File: src/rtl/instr_stream_encoder_pkg.sv
// instr_stream_encoder_pkg
// Shared control constants: MIPS primary opcodes, R-type funct codes and the
// symbolic operation kinds accepted by the encoder. The pipeline control
// decoder imports the same constants, so encode and decode cannot drift apart.
package instr_stream_encoder_pkg;

   localparam logic [5:0] OP_RTYPE = 6'h00;
   localparam logic [5:0] OP_ADDI  = 6'h08;
   localparam logic [5:0] OP_LW    = 6'h23;
   localparam logic [5:0] OP_SW    = 6'h2B;
   localparam logic [5:0] OP_BEQ   = 6'h04;
   localparam logic [5:0] OP_ORI   = 6'h0D;
   localparam logic [5:0] OP_J     = 6'h02;

   localparam logic [5:0] FN_ADD   = 6'h20;
   localparam logic [5:0] FN_SUB   = 6'h22;
   localparam logic [5:0] FN_AND   = 6'h24;
   localparam logic [5:0] FN_OR    = 6'h25;
   localparam logic [5:0] FN_MUL   = 6'h18;

   // Kinds 11..15 are illegal.
   typedef enum logic [3:0] {
      KIND_ADD  = 4'd0,
      KIND_SUB  = 4'd1,
      KIND_AND  = 4'd2,
      KIND_OR   = 4'd3,
      KIND_MUL  = 4'd4,
      KIND_ADDI = 4'd5,
      KIND_LW   = 4'd6,
      KIND_SW   = 4'd7,
      KIND_BEQ  = 4'd8,
      KIND_ORI  = 4'd9,
      KIND_J    = 4'd10
   } op_kind_e;

endpackage

File: src/rtl/instr_stream_encoder_if.sv
// instr_stream_encoder_if
// Symbolic-operation stream into the encoder.
//   op_valid  master->slave  operation present
//   op_ready  slave->master  encoder can accept
//   op_kind   master->slave  operation kind (op_kind_e, 11..15 illegal)
//   rs/rt/rd  master->slave  register fields
//   imm       master->slave  16-bit immediate (I-type)
//   target    master->slave  26-bit jump target (J)
//   last      master->slave  final operation of the program
interface instr_stream_encoder_if;
   logic        op_valid;
   logic        op_ready;
   logic [3:0]  op_kind;
   logic [4:0]  rs;
   logic [4:0]  rt;
   logic [4:0]  rd;
   logic [15:0] imm;
   logic [25:0] target;
   logic        last;

   modport master (output op_valid, op_kind, rs, rt, rd, imm, target, last,
                   input  op_ready);
   modport slave  (input  op_valid, op_kind, rs, rt, rd, imm, target, last,
                   output op_ready);
endinterface

File: src/rtl/instr_stream_encoder_word_pack.sv
// instr_stream_encoder_word_pack
// Pure combinational packer: operation kind + fields -> 32-bit MIPS word.
//   op_kind         in   operation kind
//   rs/rt/rd        in   register fields
//   imm             in   I-type immediate
//   target          in   J-type target
//   word            out  encoded instruction (0 when illegal)
//   illegal         out  kind not recognised
// Fields a format does not use are ignored.
module instr_stream_encoder_word_pack
   import instr_stream_encoder_pkg::*;
(
   input  logic [3:0]  op_kind,
   input  logic [4:0]  rs,
   input  logic [4:0]  rt,
   input  logic [4:0]  rd,
   input  logic [15:0] imm,
   input  logic [25:0] target,
   output logic [31:0] word,
   output logic        illegal
);

   always_comb begin
      word    = '0;
      illegal = 1'b0;
      case (op_kind)
         KIND_ADD:  word = {OP_RTYPE, rs, rt, rd, 5'd0, FN_ADD};
         KIND_SUB:  word = {OP_RTYPE, rs, rt, rd, 5'd0, FN_SUB};
         KIND_AND:  word = {OP_RTYPE, rs, rt, rd, 5'd0, FN_AND};
         KIND_OR:   word = {OP_RTYPE, rs, rt, rd, 5'd0, FN_OR};
         KIND_MUL:  word = {OP_RTYPE, rs, rt, rd, 5'd0, FN_MUL};
         KIND_ADDI: word = {OP_ADDI, rs, rt, imm};
         KIND_LW:   word = {OP_LW, rs, rt, imm};
         KIND_SW:   word = {OP_SW, rs, rt, imm};
         KIND_BEQ:  word = {OP_BEQ, rs, rt, imm};
         KIND_ORI:  word = {OP_ORI, rs, rt, imm};
         KIND_J:    word = {OP_J, target};
         default:   illegal = 1'b1;
      endcase
   end

endmodule

File: src/rtl/instr_stream_encoder.sv
// instr_stream_encoder
// Accepts symbolic operations over a valid/ready stream, packs each into a MIPS
// word and writes it to instruction memory starting at BASE_W after start_i.
//   clk_i       in   clock, rising edge
//   rst_i       in   asynchronous reset, active low
//   start_i     in   restart pulse: clear counter/flags, enter LOAD (highest priority)
//   op_if       -    operation stream (slave side)
//   mem_we_o    out  write strobe, one cycle after the accepting edge
//   mem_addr_o  out  word address of the write
//   mem_data_o  out  encoded word
//   count_o     out  words written since start_i
//   done_o      out  program loaded (level until start_i)
//   err_o       out  sticky: illegal kind seen
//   ovf_o       out  sticky: capacity reached without last
// Build option INSTR_STREAM_NOP_PAD_EN: after a program ends on last, four NOP
// words (32'h0) follow, stopping early at capacity.
//
// state | meaning
// IDLE  | after reset, waiting for start_i
// LOAD  | accepting operations
// PAD   | writing trailing NOPs (INSTR_STREAM_NOP_PAD_EN only)
// DONE  | program loaded, waiting for start_i
module instr_stream_encoder
   import instr_stream_encoder_pkg::*;
#(
   parameter int                ADDR_W = 8,
   parameter logic [ADDR_W-1:0] BASE_W = '0
) (
   input  logic                  clk_i,
   input  logic                  rst_i,
   input  logic                  start_i,
   instr_stream_encoder_if.slave op_if,
   output logic                  mem_we_o,
   output logic [ADDR_W-1:0]     mem_addr_o,
   output logic [31:0]           mem_data_o,
   output logic [ADDR_W:0]       count_o,
   output logic                  done_o,
   output logic                  err_o,
   output logic                  ovf_o
);

   localparam logic [ADDR_W:0] DEPTH = {1'b1, {ADDR_W{1'b0}}};

`ifdef INSTR_STREAM_NOP_PAD_EN
   typedef enum logic [1:0] {ST_IDLE, ST_LOAD, ST_PAD, ST_DONE} state_e;
   logic [1:0] pad_q;
`else
   typedef enum logic [1:0] {ST_IDLE, ST_LOAD, ST_DONE} state_e;
`endif

   state_e            state_q, state_nxt;
   logic [ADDR_W-1:0] addr_q;
   logic [ADDR_W:0]   count_inc;
   logic              accept, cap_hit;
   logic              wr_en, set_err, set_ovf;
   logic [31:0]       wr_data;
   logic [31:0]       pack_word;
   logic              pack_illegal;

   instr_stream_encoder_word_pack u_pack (
      .op_kind (op_if.op_kind),
      .rs      (op_if.rs),
      .rt      (op_if.rt),
      .rd      (op_if.rd),
      .imm     (op_if.imm),
      .target  (op_if.target),
      .word    (pack_word),
      .illegal (pack_illegal)
   );

   assign op_if.op_ready = (state_q == ST_LOAD) && !start_i;
   assign accept         = op_if.op_valid && op_if.op_ready;
   assign count_inc      = count_o + 1'b1;
   assign cap_hit        = (count_inc == DEPTH);

   always_ff @(posedge clk_i or negedge rst_i) begin
      if (!rst_i) state_q <= ST_IDLE;
      else        state_q <= state_nxt;
   end

   // Where a program that ends on last goes next.
`ifdef INSTR_STREAM_NOP_PAD_EN
   localparam state_e ST_END = ST_PAD;
`else
   localparam state_e ST_END = ST_DONE;
`endif

   always_comb begin
      state_nxt = state_q;
      wr_en     = 1'b0;
      wr_data   = pack_word;
      set_err   = 1'b0;
      set_ovf   = 1'b0;
      if (start_i) begin
         state_nxt = ST_LOAD;
      end else begin
         case (state_q)
            ST_LOAD: begin
               if (accept) begin
                  if (pack_illegal) begin
                     set_err = 1'b1;
                     if (op_if.last) state_nxt = ST_END;
                  end else begin
                     wr_en = 1'b1;
                     // Memory full takes precedence over padding.
                     if (cap_hit) begin
                        state_nxt = ST_DONE;
                        set_ovf   = !op_if.last;
                     end else if (op_if.last) begin
                        state_nxt = ST_END;
                     end
                  end
               end
            end
`ifdef INSTR_STREAM_NOP_PAD_EN
            ST_PAD: begin
               wr_en   = 1'b1;
               wr_data = '0;
               if (cap_hit || pad_q == 2'd3) state_nxt = ST_DONE;
            end
`endif
            default: ;
         endcase
      end
   end

   // wr_en is already gated by start_i, so a write registered on the previous
   // edge still appears while the counter restarts.
   always_ff @(posedge clk_i or negedge rst_i) begin
      if (!rst_i) begin
         mem_we_o   <= 1'b0;
         mem_addr_o <= BASE_W;
         mem_data_o <= '0;
         addr_q     <= BASE_W;
         count_o    <= '0;
         done_o     <= 1'b0;
         err_o      <= 1'b0;
         ovf_o      <= 1'b0;
      end else begin
         mem_we_o <= wr_en;
         if (start_i) begin
            addr_q  <= BASE_W;
            count_o <= '0;
            done_o  <= 1'b0;
            err_o   <= 1'b0;
            ovf_o   <= 1'b0;
         end else begin
            if (wr_en) begin
               mem_addr_o <= addr_q;
               mem_data_o <= wr_data;
               addr_q     <= addr_q + 1'b1;
               count_o    <= count_inc;
            end
            if (set_err)             err_o  <= 1'b1;
            if (set_ovf)             ovf_o  <= 1'b1;
            if (state_q == ST_DONE)  done_o <= 1'b1;
         end
      end
   end

`ifdef INSTR_STREAM_NOP_PAD_EN
   always_ff @(posedge clk_i or negedge rst_i) begin
      if (!rst_i)                                pad_q <= '0;
      else if (!start_i && state_q == ST_PAD)    pad_q <= pad_q + 1'b1;
      else                                       pad_q <= '0;
   end
`endif

endmodule
File: src/flat_wrapper.sv
// flat-port wrapper written by rule: the top's interface ports become plain ports
module instr_stream_encoder_flat import instr_stream_encoder_pkg::*;
#(
   parameter int                ADDR_W = 8,
   parameter logic [ADDR_W-1:0] BASE_W = '0
)
  (clk_i, rst_i, start_i, mem_we_o, mem_addr_o, mem_data_o, count_o, done_o, err_o, ovf_o, op_if_op_valid, op_if_op_kind, op_if_rs, op_if_rt, op_if_rd, op_if_imm, op_if_target, op_if_last, op_if_op_ready);
  instr_stream_encoder_if op_if_i ();
  input  logic clk_i;
  input  logic rst_i;
  input  logic start_i;
  output logic mem_we_o;
  output logic [ADDR_W-1:0] mem_addr_o;
  output logic [31:0] mem_data_o;
  output logic [ADDR_W:0] count_o;
  output logic done_o;
  output logic err_o;
  output logic ovf_o;
  input wire logic [$bits(op_if_i.op_valid)-1:0] op_if_op_valid;
  input wire logic [$bits(op_if_i.op_kind)-1:0] op_if_op_kind;
  input wire logic [$bits(op_if_i.rs)-1:0] op_if_rs;
  input wire logic [$bits(op_if_i.rt)-1:0] op_if_rt;
  input wire logic [$bits(op_if_i.rd)-1:0] op_if_rd;
  input wire logic [$bits(op_if_i.imm)-1:0] op_if_imm;
  input wire logic [$bits(op_if_i.target)-1:0] op_if_target;
  input wire logic [$bits(op_if_i.last)-1:0] op_if_last;
  output wire logic [$bits(op_if_i.op_ready)-1:0] op_if_op_ready;
  assign op_if_i.op_valid = op_if_op_valid;
  assign op_if_i.op_kind = op_if_op_kind;
  assign op_if_i.rs = op_if_rs;
  assign op_if_i.rt = op_if_rt;
  assign op_if_i.rd = op_if_rd;
  assign op_if_i.imm = op_if_imm;
  assign op_if_i.target = op_if_target;
  assign op_if_i.last = op_if_last;
  assign op_if_op_ready = op_if_i.op_ready;
  instr_stream_encoder #(.ADDR_W(ADDR_W), .BASE_W(BASE_W)) u_core (.clk_i(clk_i), .rst_i(rst_i), .start_i(start_i), .op_if(op_if_i), .mem_we_o(mem_we_o), .mem_addr_o(mem_addr_o), .mem_data_o(mem_data_o), .count_o(count_o), .done_o(done_o), .err_o(err_o), .ovf_o(ovf_o));
endmodule
File: config.mk
export PLATFORM = sky130hd
export DESIGN_NAME = instr_stream_encoder_flat
export DESIGN_NICKNAME = d
export VERILOG_FILES = /design/src/rtl/instr_stream_encoder_pkg.sv /design/src/rtl/instr_stream_encoder_if.sv /design/src/rtl/instr_stream_encoder_word_pack.sv /design/src/rtl/instr_stream_encoder.sv /design/src/flat_wrapper.sv
export SDC_FILE = /design/constraint.sdc
export NUM_CORES = 1
export LEC_CHECK = 0
export BUFFER_PORTS_ARGS = -buffer_cell sky130_fd_sc_hd__clkbuf_2
export CAP_MARGIN = 0
export CORE_MARGIN = 4
export CORE_UTILIZATION = 50
export CTS_CLUSTER_DIAMETER = 150
export DETAILED_ROUTE_END_ITERATION = 6
export GPL_ROUTABILITY_DRIVEN = 0
export PLACE_DENSITY = 0.92
export SLEW_MARGIN = 40
export SYNTH_ARGS = -nofsm -noshare
export SYNTH_HDL_FRONTEND = slang
export SYNTH_SLANG_ARGS = --single-unit
File: constraint.sdc
create_clock -name clk_i -period 5.3 [get_ports clk_i]
set_input_delay 0.265 -clock clk_i [delete_from_list [all_inputs] [get_ports clk_i]]
set_output_delay 0.265 -clock clk_i [all_outputs]
set_load 0.05 [all_outputs]
======== After elaboration in Yosys (flattened, before gate mapping) ========
Cells that the tools add are included.
storage, ports and cells
  register bits ........................... 63
  latch bits .............................. 0
  memory bits (writable) .................. 0
  bits in read-only memories .............. 0
  bits of input ports ..................... 66
  output and inout port bits .............. 54
  logic and storage cells ................. 69
  memories ................................ 0
operators by class
  add/subtract/negate cells ............... 2
  multiply operators ...................... 0
  div/mod/pow operators ................... 0
  order comparisons ....................... 0
  equality and inequality tests ........... 13
  shift-type cells ........................ 0
  mux-type cells .......................... 30
  bitwise gates (word level) .............. 1
  reductions and logical operators ........ 14
operators with widths
  kind                                                             number
  32-bit case mux with 11 select lines                             1
  1-bit two-way mux                                                19
  9-bit two-way mux                                                2
  4-bit by 3-bit == test with 1-bit output, second input constant  4
  8-bit two-way mux                                                2
  4-bit == test, second input constant                             3
  2-bit two-way mux                                                6
  2-bit nonzero test                                               6
  11-bit OR reduction                                              1
  9-bit by 1-bit adder with 9-bit output, second input constant    1
  9-bit == test, second input constant                             1
  8-bit by 1-bit adder with 8-bit output, second input constant    1
  4-bit by 2-bit == test with 1-bit output, second input constant  2
  4-bit by 1-bit == test with 1-bit output, second input constant  1
  4-bit logical NOT                                                1
  2-bit AND reduction                                              2
  2-bit by 1-bit == test with 1-bit output, second input constant  1
  2-bit == test, second input constant                             1
  1-bit logical AND                                                2
  1-bit logical NOT                                                2
  1-bit NOT                                                        1

======== Logic depth before layout (Yosys ltp) ========
Gate-level depths: netlist of run 1.
  word-level depth ........................ 9
  depth in mapped cells ................... 8
  depth with buffers taken out ............ 5

======== By module ========
A second synthesis of run 1 with hierarchy kept.
unflattened totals
  cells, all modules ...................... 295
  area, all modules ....................... 3362.0 sq um
modules (own cells, without submodules)
  module                          instances  cells each  area an instance (sq um)  sequential area each (sq um)
  instr_stream_encoder            1          216         2787.7                    1576.5
  instr_stream_encoder_word_pack  1          79          574.3                     0.0

======== Worst setup path before layout of run 1 ========
OpenSTA, ideal clock, no wires.
  kind .................................... reg2reg
  start point ............................. reg u_core.count_o[0]
  end point ............................... reg u_core.count_o[8]
  setup time .............................. 0.078 ns
  arrival ................................. 2.019 ns
  data required time ...................... 5.222 ns
  setup slack ............................. 3.202 ns
  stages on the path, launching flop included .. 6
  path buffers ............................ 0
  clock period less this slack ............ 2.098 ns
  path through ............................ dfrtp_1 > ha_1 > nand2_1 > or3_1 > or4_1 > a21oi_1
on the way
  longest elaborated chain between the ends .. 3
RTL lines
  what                                    line                         RTL
  start, declared                         instr_stream_encoder.sv:36   output logic [ADDR_W:0] count_o,
  start signal, assigned                  instr_stream_encoder.sv:152  count_o <= count_inc;
  9-bit by 1-bit adder with 9-bit output  instr_stream_encoder.sv:73   assign count_inc = count_o + 1'b1;
  9-bit two-way mux                       instr_stream_encoder.sv:148  if (wr_en) begin
  9-bit two-way mux                       instr_stream_encoder.sv:141  if (start_i) begin
Every way passes these cells. The select of a mux whose other input is x is not followed.
A chain may end at the register's enable or synchronous reset.

======== Worst setup path in the final report of run 1 ========
  start point ............................. reg u_core.state_q[1]
  end point ............................... reg u_core.addr_q[2]
on the way
  longest elaborated chain between the ends .. 7
RTL lines
  what                                          line                                                    RTL
  start, declared                               instr_stream_encoder.sv:51                              state_e state_q, state_nxt;
  start signal, assigned                        instr_stream_encoder.sv:78                              else state_q <= state_nxt;
  2-bit by 1-bit == test with 1-bit output (*)  instr_stream_encoder.sv:71, instr_stream_encoder.sv:97
  1-bit logical AND                             instr_stream_encoder.sv:71                              assign op_if.op_ready = (state_q == ST_LOAD) && !start_i;
  1-bit logical AND                             instr_stream_encoder.sv:72                              assign accept = op_if.op_valid && op_if.op_ready;
  1-bit two-way mux                             instr_stream_encoder.sv:99                              if (accept) begin
  1-bit two-way mux (*)                         instr_stream_encoder.sv:97                              case (state_q)
  1-bit two-way mux (*)                         instr_stream_encoder.sv:94                              if (start_i) begin
  2-bit nonzero test (no line) (*)              -
  end signal, assigned                          instr_stream_encoder.sv:151                             addr_q <= addr_q + 1'b1;
  end, declared                                 instr_stream_encoder.sv:52                              logic [ADDR_W-1:0] addr_q;
Mark *: on every way between the ends. The rest lies on a longest branch, timed or not.

==> results of run 1 <==
[cell usage after synthesis (2+ instances only)]
cell type,n
sky130_fd_sc_hd__nor2_1,47
sky130_fd_sc_hd__nand3_1,9
sky130_fd_sc_hd__buf_1,2
sky130_fd_sc_hd__a21o_1,3
sky130_fd_sc_hd__or4_1,4
sky130_fd_sc_hd__o21ai_0,19
sky130_fd_sc_hd__a32o_1,5
sky130_fd_sc_hd__o31ai_1,6
sky130_fd_sc_hd__nand2b_1,5
sky130_fd_sc_hd__clkbuf_1,13
sky130_fd_sc_hd__a221o_1,2
sky130_fd_sc_hd__ha_1,2
sky130_fd_sc_hd__a222oi_1,7
sky130_fd_sc_hd__xnor2_1,4
sky130_fd_sc_hd__a22o_1,6
sky130_fd_sc_hd__inv_1,8
sky130_fd_sc_hd__a211oi_1,3
sky130_fd_sc_hd__a21oi_1,13
sky130_fd_sc_hd__buf_2,6
sky130_fd_sc_hd__nor2b_1,3
sky130_fd_sc_hd__nand3b_1,2
sky130_fd_sc_hd__nor3_1,3
sky130_fd_sc_hd__dfrtp_1,62
sky130_fd_sc_hd__nand2_1,52
sky130_fd_sc_hd__nand4_1,2
sky130_fd_sc_hd__o211a_1,2
sky130_fd_sc_hd__a221oi_1,18
sky130_fd_sc_hd__or3_1,6
sky130_fd_sc_hd__mux2i_1,2
sky130_fd_sc_hd__clkinv_1,2
[layout make-up]
type                            count  area (um^2)
Timing Repair Buffer              120          609
Fill cell                         484         2050
Inverter                           10         37.5
Clock buffer                       12          145
Tap cell                           75         93.8
Sequential cell                    62         1550
Clock inverter                      4         70.1
Multi-Input combinational cell    247         1470
[power groups by stage]
| stage | combinational [uW] | clock, uW | sequential (uW) |
|---|---|---|---|
| floorplan | 114 | 0 | 781 |
| global placement | 433 | 0 | 577 |
| detailed placement | 442 | 0 | 581 |
| CTS | 444 | 459 | 573 |
| global route | 470 | 486 | 579 |
| finish | 441 | 457 | 573 |
[cells by family after synthesis]
family,count (synthesis)
AO/OA/AOI/OAI,99
XOR/XNOR,5
multiplexers,2
AND/OR/NAND/NOR,138
other,1
buffers and inverters,33
flip-flops,62
adder cells (fa/ha/maj),2
[path summary, 6_finish.rpt]
| path | from | endpoint | depth (start not counted) |
|---|---|---|---|
| max | u_core.state_q[1] | u_core.addr_q[2] | 6 |
| min | rst_i | u_core.count_o[7] | 2 |
| max reg2reg | u_core.state_q[1] | u_core.addr_q[2] | 6 |
| min reg2reg | u_core.mem_addr_o[1] | u_core.mem_addr_o[1] | 2 |
| max in group asynchronous | rst_i | u_core.mem_data_o[12] | 2 |
| min in group clk_i | op_if_rs[2] | u_core.mem_data_o[23] | 3 |
[registers in the layout, summed over array words and instances (netlist names)]
signal and flops:
u_core.mem_data_o 31, u_core.count_o 9, u_core.done_o 1, u_core.err_o 1, u_core.state_q 2, u_core.addr_q 8
u_core.mem_addr_o 8, u_core.ovf_o 1, u_core.mem_we_o 1
[metrics by stage]
step           setup slack (ns)  instances  hold slack (ns)  util (%)  total power, uW
2_1_floorplan              3.20        342          -0.0306         -              894
3_3_place_gp               2.63        514            0.461      62.3             1010
3_5_place_dp               2.50        514            0.467      62.4             1020
4_1_cts                    2.61        530            0.116      65.9             1480
5_1_grt                    2.71        530           0.0491      66.0             1540
6_report                   2.89        530        -0.000160      66.0             1470
[per-layer routing]
metal	part of all wire (%)	vias up	global-route usage (%)
met1	40	1514	30.0
met4	2.4	0	9.21
met3	6.4	17	3.50
met5	0	-	0
met2	51	130	36.2
li1	-	1475	-
[critical path: cells and delay by family, from the launching register on]
kind	cells	cell delay, ns
AOI/OAI and AO/OA	1	0.31
buffers and inverters	2	0.72
DFF	1	0.44
muxes	1	0.14
and+or+nand+nor	2	0.66
[cells in the final DEF, fill, tap and decap left out, types with 7 or more instances in the layout]
| master | netlist | routed |
|---|---|---|
| sky130_fd_sc_hd__a21oi_1 | 13 | 13 |
| sky130_fd_sc_hd__a221oi_1 | 18 | 18 |
| sky130_fd_sc_hd__a222oi_1 | 7 | 7 |
| sky130_fd_sc_hd__clkbuf_2 | 0 | 118 |
| sky130_fd_sc_hd__clkbuf_8 | 0 | 10 |
| sky130_fd_sc_hd__dfrtp_1 | 62 | 62 |
| sky130_fd_sc_hd__inv_1 | 8 | 7 |
| sky130_fd_sc_hd__nand2_1 | 52 | 52 |
| sky130_fd_sc_hd__nand3_1 | 9 | 9 |
| sky130_fd_sc_hd__nor2_1 | 47 | 47 |
| sky130_fd_sc_hd__o21ai_0 | 19 | 19 |
==> run summary, run 1 <==
The number of H-tree branching levels is 3. The register bit count reported by yosys is 62. The I/O pin count came out at 120. The share of the clock period used by the worst path after layout came out at 45.5%.

Summing all placed instances gives a cell area of 3760 um^2. The total routed wirelength is 8.69 mm. The slack of the worst reg-to-reg path is 2.89 ns. The first-pass GRT wire length came out at 13.6 mm. The maximum operating frequency came out at 414 MHz. The post-CTS setup repair buffer count came out at 0. The number of hold-slack violations in the final timing report is 1. The biggest fanout along the worst timing path came out at 54. For this configuration, the core starts out at a cell density of 52.4%. The number of antenna violations at the first check in global routing came out at 0.

The post-synthesis share of cell area spent on and, or, nand and nor gates came out at 19.7%. The final-report max-slew violation count came to 0. The number of buffers between clock root and the deepest sink is 2. The tightest slew margin relative to the limit is around 53%. The pin count of the biggest net entering global routing came out at 63. After Yosys synthesis, XOR and XNOR cells account for 1.39% of the synthesized area.

The residual overflow from global routing came out at 0. The routed design could run at a clock period as short as 2.41 ns. The multiplexer area fraction after synthesis came out at 0.634%.

The class of the tightest hold or removal check is input pin to asynchronous set/reset pin. The post-route worst hold slack is -0.000160 ns. Setup repair after global routing left no endpoint under its margin. Compared with the post-synthesis result, the final layout area differs by 26.0%. The synthesis warning total is 0. The detailed-route wire length per cell came out at around 16 um. TritonCTS built the clock tree. The count of cell types in the netlist came out at 54. The checks that failed: negative hold slack. The top cell type by area accounts for 49.1% of the synthesized area.

The total number of vias came out at between 3,000 and 4,000. The leakage dissipation came out at approximately 0.0019 uW. Once detail routing completed, the nets flagged for antenna violations numbered 0.

The sink count of the clock tree came out at 62. In this run, post-CTS repair resized a total of 0 instances. The final setup violation count is 0. The signal on the critical path passes through nand4bb_1 -> a21o_1 -> buf_4 -> inv_2 -> nand2_1 -> mux2i_1. The number of rows created at floorplan came out at 28. The number of global-route vias before repair came out at 2,856. The synthesized-area fraction occupied by adder cells came out at less than 1%. The via count normalized by instance count came out at 5.92. The most used flip-flop cell after synthesis is sky130_fd_sc_hd__dfrtp_1. The mean cell area of the mapped netlist is a little over 9 um^2.

The startpoint type of the worst setup path is a register. The gate count of the mapped netlist came out at 342. The overall die height came out at 87.5 um.

The latest clock arrival within the worst-skew pair is ~0.34 ns. The die footprint is about 7700 um^2. For this run, the slowest stage of the critical path takes 0.53 ns. The placeable core region came out at 6030 um^2.

The sum of net half-perimeters after detailed placement is 6.15 mm. For this run, design rule violations remaining after detail routing come to 0. The final non-filler cell area came out at 3980 um^2.

The worst-case vdd ir drop is 0.216 mV. The net count after synthesis came out at 410. On the critical path, the stage with the largest delay is an instance of sky130_fd_sc_hd__nand4bb_1. The internal power consumption is 917 uW. The first TritonRoute pass finished after 5 iterations. The count of input and output buffers came out at ~120. The sequential cell fraction of total power came out at 39.0%. The number of enable flip-flop cells after synthesis came out at 0. The clock network is responsible for 31.1% of the overall power. The width of the die came out at around 87 um.

The root buffer cell is sky130_fd_sc_hd__clkbuf_8. By area the synthesized netlist is led by sky130_fd_sc_hd__dfrtp_1 49%, sky130_fd_sc_hd__nand2_1 6.2%, sky130_fd_sc_hd__nor2_1 5.6%. The total CTS buffers came out at 9. Power spread over the standard cell area amounts to 370 nW/um^2. Of the cells placed in the final design, the portion with a size suffix greater than 1 is 30.3%. The run finished, with violations left. The detailed router finished its first iteration with 241 violations. For the final database, setup skew stands at 0.00449 ns. Of the total power, the share spent switching nets is 37.7%. The hold-fix buffer count after cts came out at 0.

The cell area that synthesis handed to floorplanning was 3160 um^2. The signal arrival time at the worst endpoint came out at 2.63 ns. The worst setup path is captured at a register. Global routing used 22.4% of the available tracks. The critical path in this run is classified as register to register.

The switching power total came out at approximately 550 uW. The total negative slack for setup checks came out at 0 ns. The share of the yosys chip area belonging to registers is around 50%. The combinational share of power came out at 30.0%.

Summing the areas of all compound-gate instances in the mapped netlist gives 23.7% of the synthesized area. The number of inserted diodes is 0. The net count reported at finish is around 520. The clock edge transition at the registers on the reported setup and hold paths is 0.07 ns. The fraction of registers with async set or reset after synthesis came out at 100%. The max-capacitance violation count came out at 0.

The largest total area in the synthesized netlist belongs to sky130_fd_sc_hd__dfrtp_1. The pin slew with the least headroom to its limit came out at 0.699 ns. At the worst endpoint, the required time is 5.51 ns.

After synthesis, the largest family of logic cells by area is compound AO/OA/AOI/OAI gates.
Power figures use the tool's default switching activity.
==> inputs of run 2 (changes only) <==
--- a/config.mk
+++ b/config.mk
@@ -8,11 +8,11 @@
 export BUFFER_PORTS_ARGS = -buffer_cell sky130_fd_sc_hd__clkbuf_2
 export CAP_MARGIN = 0
 export CORE_MARGIN = 4
-export CORE_UTILIZATION = 50
+export CORE_UTILIZATION = 44
 export CTS_CLUSTER_DIAMETER = 150
 export DETAILED_ROUTE_END_ITERATION = 6
 export GPL_ROUTABILITY_DRIVEN = 0
-export PLACE_DENSITY = 0.92
+export PLACE_DENSITY = 0.87
 export SLEW_MARGIN = 40
 export SYNTH_ARGS = -nofsm -noshare
 export SYNTH_HDL_FRONTEND = slang
==> constraint.sdc (replaced) <==
create_clock -name clk_i -period 2 [get_ports clk_i]
set_input_delay 0.1 -clock clk_i [delete_from_list [all_inputs] [get_ports clk_i]]
set_output_delay 0.1 -clock clk_i [all_outputs]
set_load 0.05 [all_outputs]
==> run summary, run 2 (synthesis gave the netlist of run 1 again) <==
The root buffer cell is sky130_fd_sc_hd__clkbuf_8 (unchanged). The share of the clock period used by the worst path after layout is 92.8% (was 45.5%). The largest clock skew in the final design is 0.00623 ns (was 0.00449 ns).

The sum of net half-perimeters after detailed placement was 6.57 mm (was 6.15 mm). The most common library cell in the layout ignoring fill and taps is sky130_fd_sc_hd__clkbuf_2 (unchanged). The biggest fanout along the worst timing path came to 4 (was 54). The final routed DRC violation total is 1 (was 0).

The net count reported at finish came out at 531 (was 518). The path depth of the worst reg2reg path is 5 (was 6). The number of hold-slack violations in the final timing report is 0 (was 1). The remaining antenna violation count came out at 0 (unchanged). The maximum operating frequency came out at 539 MHz (was 414 MHz).

The number of flip-flops under the largest register name is 31 (unchanged). The overall die height is 92.7 um (was 87.5 um). The CTS tree is yes (unchanged). The class of the tightest hold or removal check was input pin to register (was input pin to asynchronous set/reset pin). Violated checks: design-rule violations (was negative hold slack).

The final setup violation count was 0 (unchanged). The total negative slack for setup checks came out at 0 ns (unchanged). The count of instances resized after the clock tree is built is 0 (unchanged). Leading registers by flop count: u_core.mem_data_o: 31 flops, u_core.count_o: 9 flops (unchanged). The signal arrival time at the worst endpoint was 2.11 ns (was 2.63 ns). The slowest cell on the critical path was sky130_fd_sc_hd__or4_1 (was sky130_fd_sc_hd__nand4bb_1).

Along the worst hold path, the cell count comes to 3. The register with the most flip-flops is u_core.mem_data_o (unchanged). The relative area change from synthesis to final layout came out at 32.1% (was 26.0%). The width of the die is 92.7 um (was 87.5 um). The final-report max-slew violation count is 0 (unchanged). The post-CTS setup repair buffer count was 0 (unchanged). The ratio of cells with drive above 1 in the final layout came to 32.7% (was 30.3%). The logic depth of the worst setup path including buffers was 5 (was 6).

The detailed-route wire length per cell came to 15.8 um (was 16.4 um). The clock edge transition at the registers on the reported setup and hold paths came out at 0.08 ns (was 0.07 ns). The number of H-tree branching levels is 3 (unchanged). The largest stage delay on the critical path is 0.49 ns (was 0.53 ns). The first-pass GRT wire length is 14.5 mm (was 13.6 mm). The tightest slew margin relative to the limit is 53.8% (was 53.1%). The kind of critical path was register to register (unchanged). The data required time of the critical path is 2.25 ns (was 5.51 ns). The sink count of the clock tree is 62 (unchanged).

The number of rows created at floorplan is 30 (was 28). The I/O pin count came out at 120 (unchanged). Leading cell types in the layout, fill and taps excluded: 118 x sky130_fd_sc_hd__clkbuf_2, 60 x sky130_fd_sc_hd__dfrtp_1, 52 x sky130_fd_sc_hd__nand2_1, 47 x sky130_fd_sc_hd__nor2_1, 19 x sky130_fd_sc_hd__o21ai_0 (was 118 x sky130_fd_sc_hd__clkbuf_2, 62 x sky130_fd_sc_hd__dfrtp_1, 52 x sky130_fd_sc_hd__nand2_1, 47 x sky130_fd_sc_hd__nor2_1, 19 x sky130_fd_sc_hd__o21ai_0). The number of inserted diodes came out at 0 (unchanged). The pin count of the biggest net entering global routing came out at 39 (was 63).

The total number of vias came out at 3,184 (was 3,136). The total routed wirelength came to 8.94 mm (was 8.69 mm). The combined buffer and inverter count along the critical path is 0 (was 2). The number of buffers between clock root and the deepest sink came to 2 (unchanged). The max-capacitance violation count was 0 (unchanged).

The die footprint came out at 8600 um^2 (was 7650 um^2). The placeable core region came out at 6870 um^2 (was 6030 um^2). Unrepaired setup endpoints after global routing: no (unchanged). Result of the run: finished, violations left (unchanged). The category of cells accounting for the largest share of critical-path delay is simple AND/OR/NAND/NOR gates (was buffers and inverters). The aggregate global-route resource usage is 20.8% (was 22.4%). The final critical path time including I/O delays and setup is 1.86 ns (was 2.41 ns).

The effective utilization at floorplan is 46.0% (was 52.4%). The number of DRC violations after detailed-routing iteration 0 came out at 273 (was 241). The residual overflow from global routing came out at 0 (unchanged). The leakage dissipation is 0.00202 uW (was 0.00194 uW). The startpoint type of the worst setup path is a register (unchanged). The number of detailed-routing iterations run before antenna repair is 7 (was 5). The count of input and output buffers came to 118 (unchanged). The instance count after placement with tap cells included came out at 547 (was 514).

The power density over cell area is 1010 nW/um^2 (was 370 nW/um^2). The latest clock arrival within the worst-skew pair is 0.34 ns (about the same). The final instance count without filler cells is 564 (was 530).

The worst-case vdd ir drop is 0.457 mV (was 0.216 mV). Sequence of cells on the critical path: ha_1 -> nand2_1 -> or3_1 -> or4_1 -> a21oi_1 (was nand4bb_1 -> a21o_1 -> buf_4 -> inv_2 -> nand2_1 -> mux2i_1). The via count normalized by instance count came out at 5.65 (was 5.92).

The slack of the worst reg-to-reg path is 0.14 ns (was 2.89 ns). The number of antenna violations at the first check in global routing came out at 0 (unchanged). The total CTS buffers came out at 9 (unchanged). The pin slew with the least headroom to its limit is 0.688 ns (was 0.699 ns). The number of global-route vias before repair is 3,021 (was 2,856).

The kind of end point of the critical path was a register (unchanged).
run 2: cell count changes in the layout (fill, tap and decap cells not counted), sizes merged:
| cell | previous run | this run |
|---|---|---|
| buf | 2 | 14 |
| clkinv | 4 | 5 |
| bufinv | 2 | 4 |
| clkbuf | 130 | 127 |
| dlygate4sd3 | 0 | 1 |
run 2: layout make-up:
cell class | count | area [um^2]
clock buffer | 9 | 124
clock inverter | 7 | 146
fill | 572 | 2700
inverter | 10 | 37.5
multi-input combinational | 247 | 1470
sequential | 62 | 1550
tap | 96 | 120
timing repair buffer | 133 | 718
run 2: final timing paths:
kind | from | endpoint
setup / recovery | u_core.count_o[0] | u_core.count_o[8]
hold / removal | op_if_rt[0] | u_core.mem_data_o[16]
setup reg to reg | u_core.count_o[0] | u_core.count_o[8]
hold reg to reg | u_core.mem_addr_o[5] | u_core.mem_addr_o[5]
max in group asynchronous | rst_i | u_core.mem_addr_o[0]
min in group asynchronous | rst_i | u_core.err_o
run 2: tightest hold or removal path: stages:
cell and delay (ns):
sky130_fd_sc_hd__clkbuf_2 0.07, sky130_fd_sc_hd__a221oi_1 0.06, sky130_fd_sc_hd__nor2_1 0.08
run 2: per-stage QoR:
stage | area (um^2) | utilization, % | setup WS, ns | power [uW] | hold WS [ns]
after floorplan | 3160 | - | 0.0679 | 2370 | -0.196
after global placement | 3880 | 56.5 | 0.244 | 2710 | 0.0611
after detailed placement | 3880 | 56.5 | 0.182 | 2740 | 0.0768
after CTS | 4160 | 60.6 | 0.159 | 4210 | 0.00854
after global routing | 4170 | 60.7 | 0.0450 | 4370 | 0.0307
final | 4170 | 60.7 | 0.143 | 4200 | 0.0132
run 2: metal layers:
metal,track usage (%),up-vias,wire [um],part of all wire (%)
met2,34.1,126,4490,50
met5,0,-,0,0
met3,3.41,18,459,5.1
li1,-,1496,-,-
met1,27.2,1544,3760,42
met4,8.55,0,225,2.5
run 2: where the power goes:
part / internal (uW) / switching (uW) / leakage (uW)
logic: 306 / 896 / 0.00110
registers: 1410 / 102 / 0.000794
clock network: 960 / 522 / 0.000134
run 2: repair_timing:
| action | 4_1_cts | 5_1_grt |
|---|---|---|
| hold buffers | 1 | 0 |
| setup endpoints to repair | 0 | 0 |
| endpoints found under the hold margin | 14 | 0 |
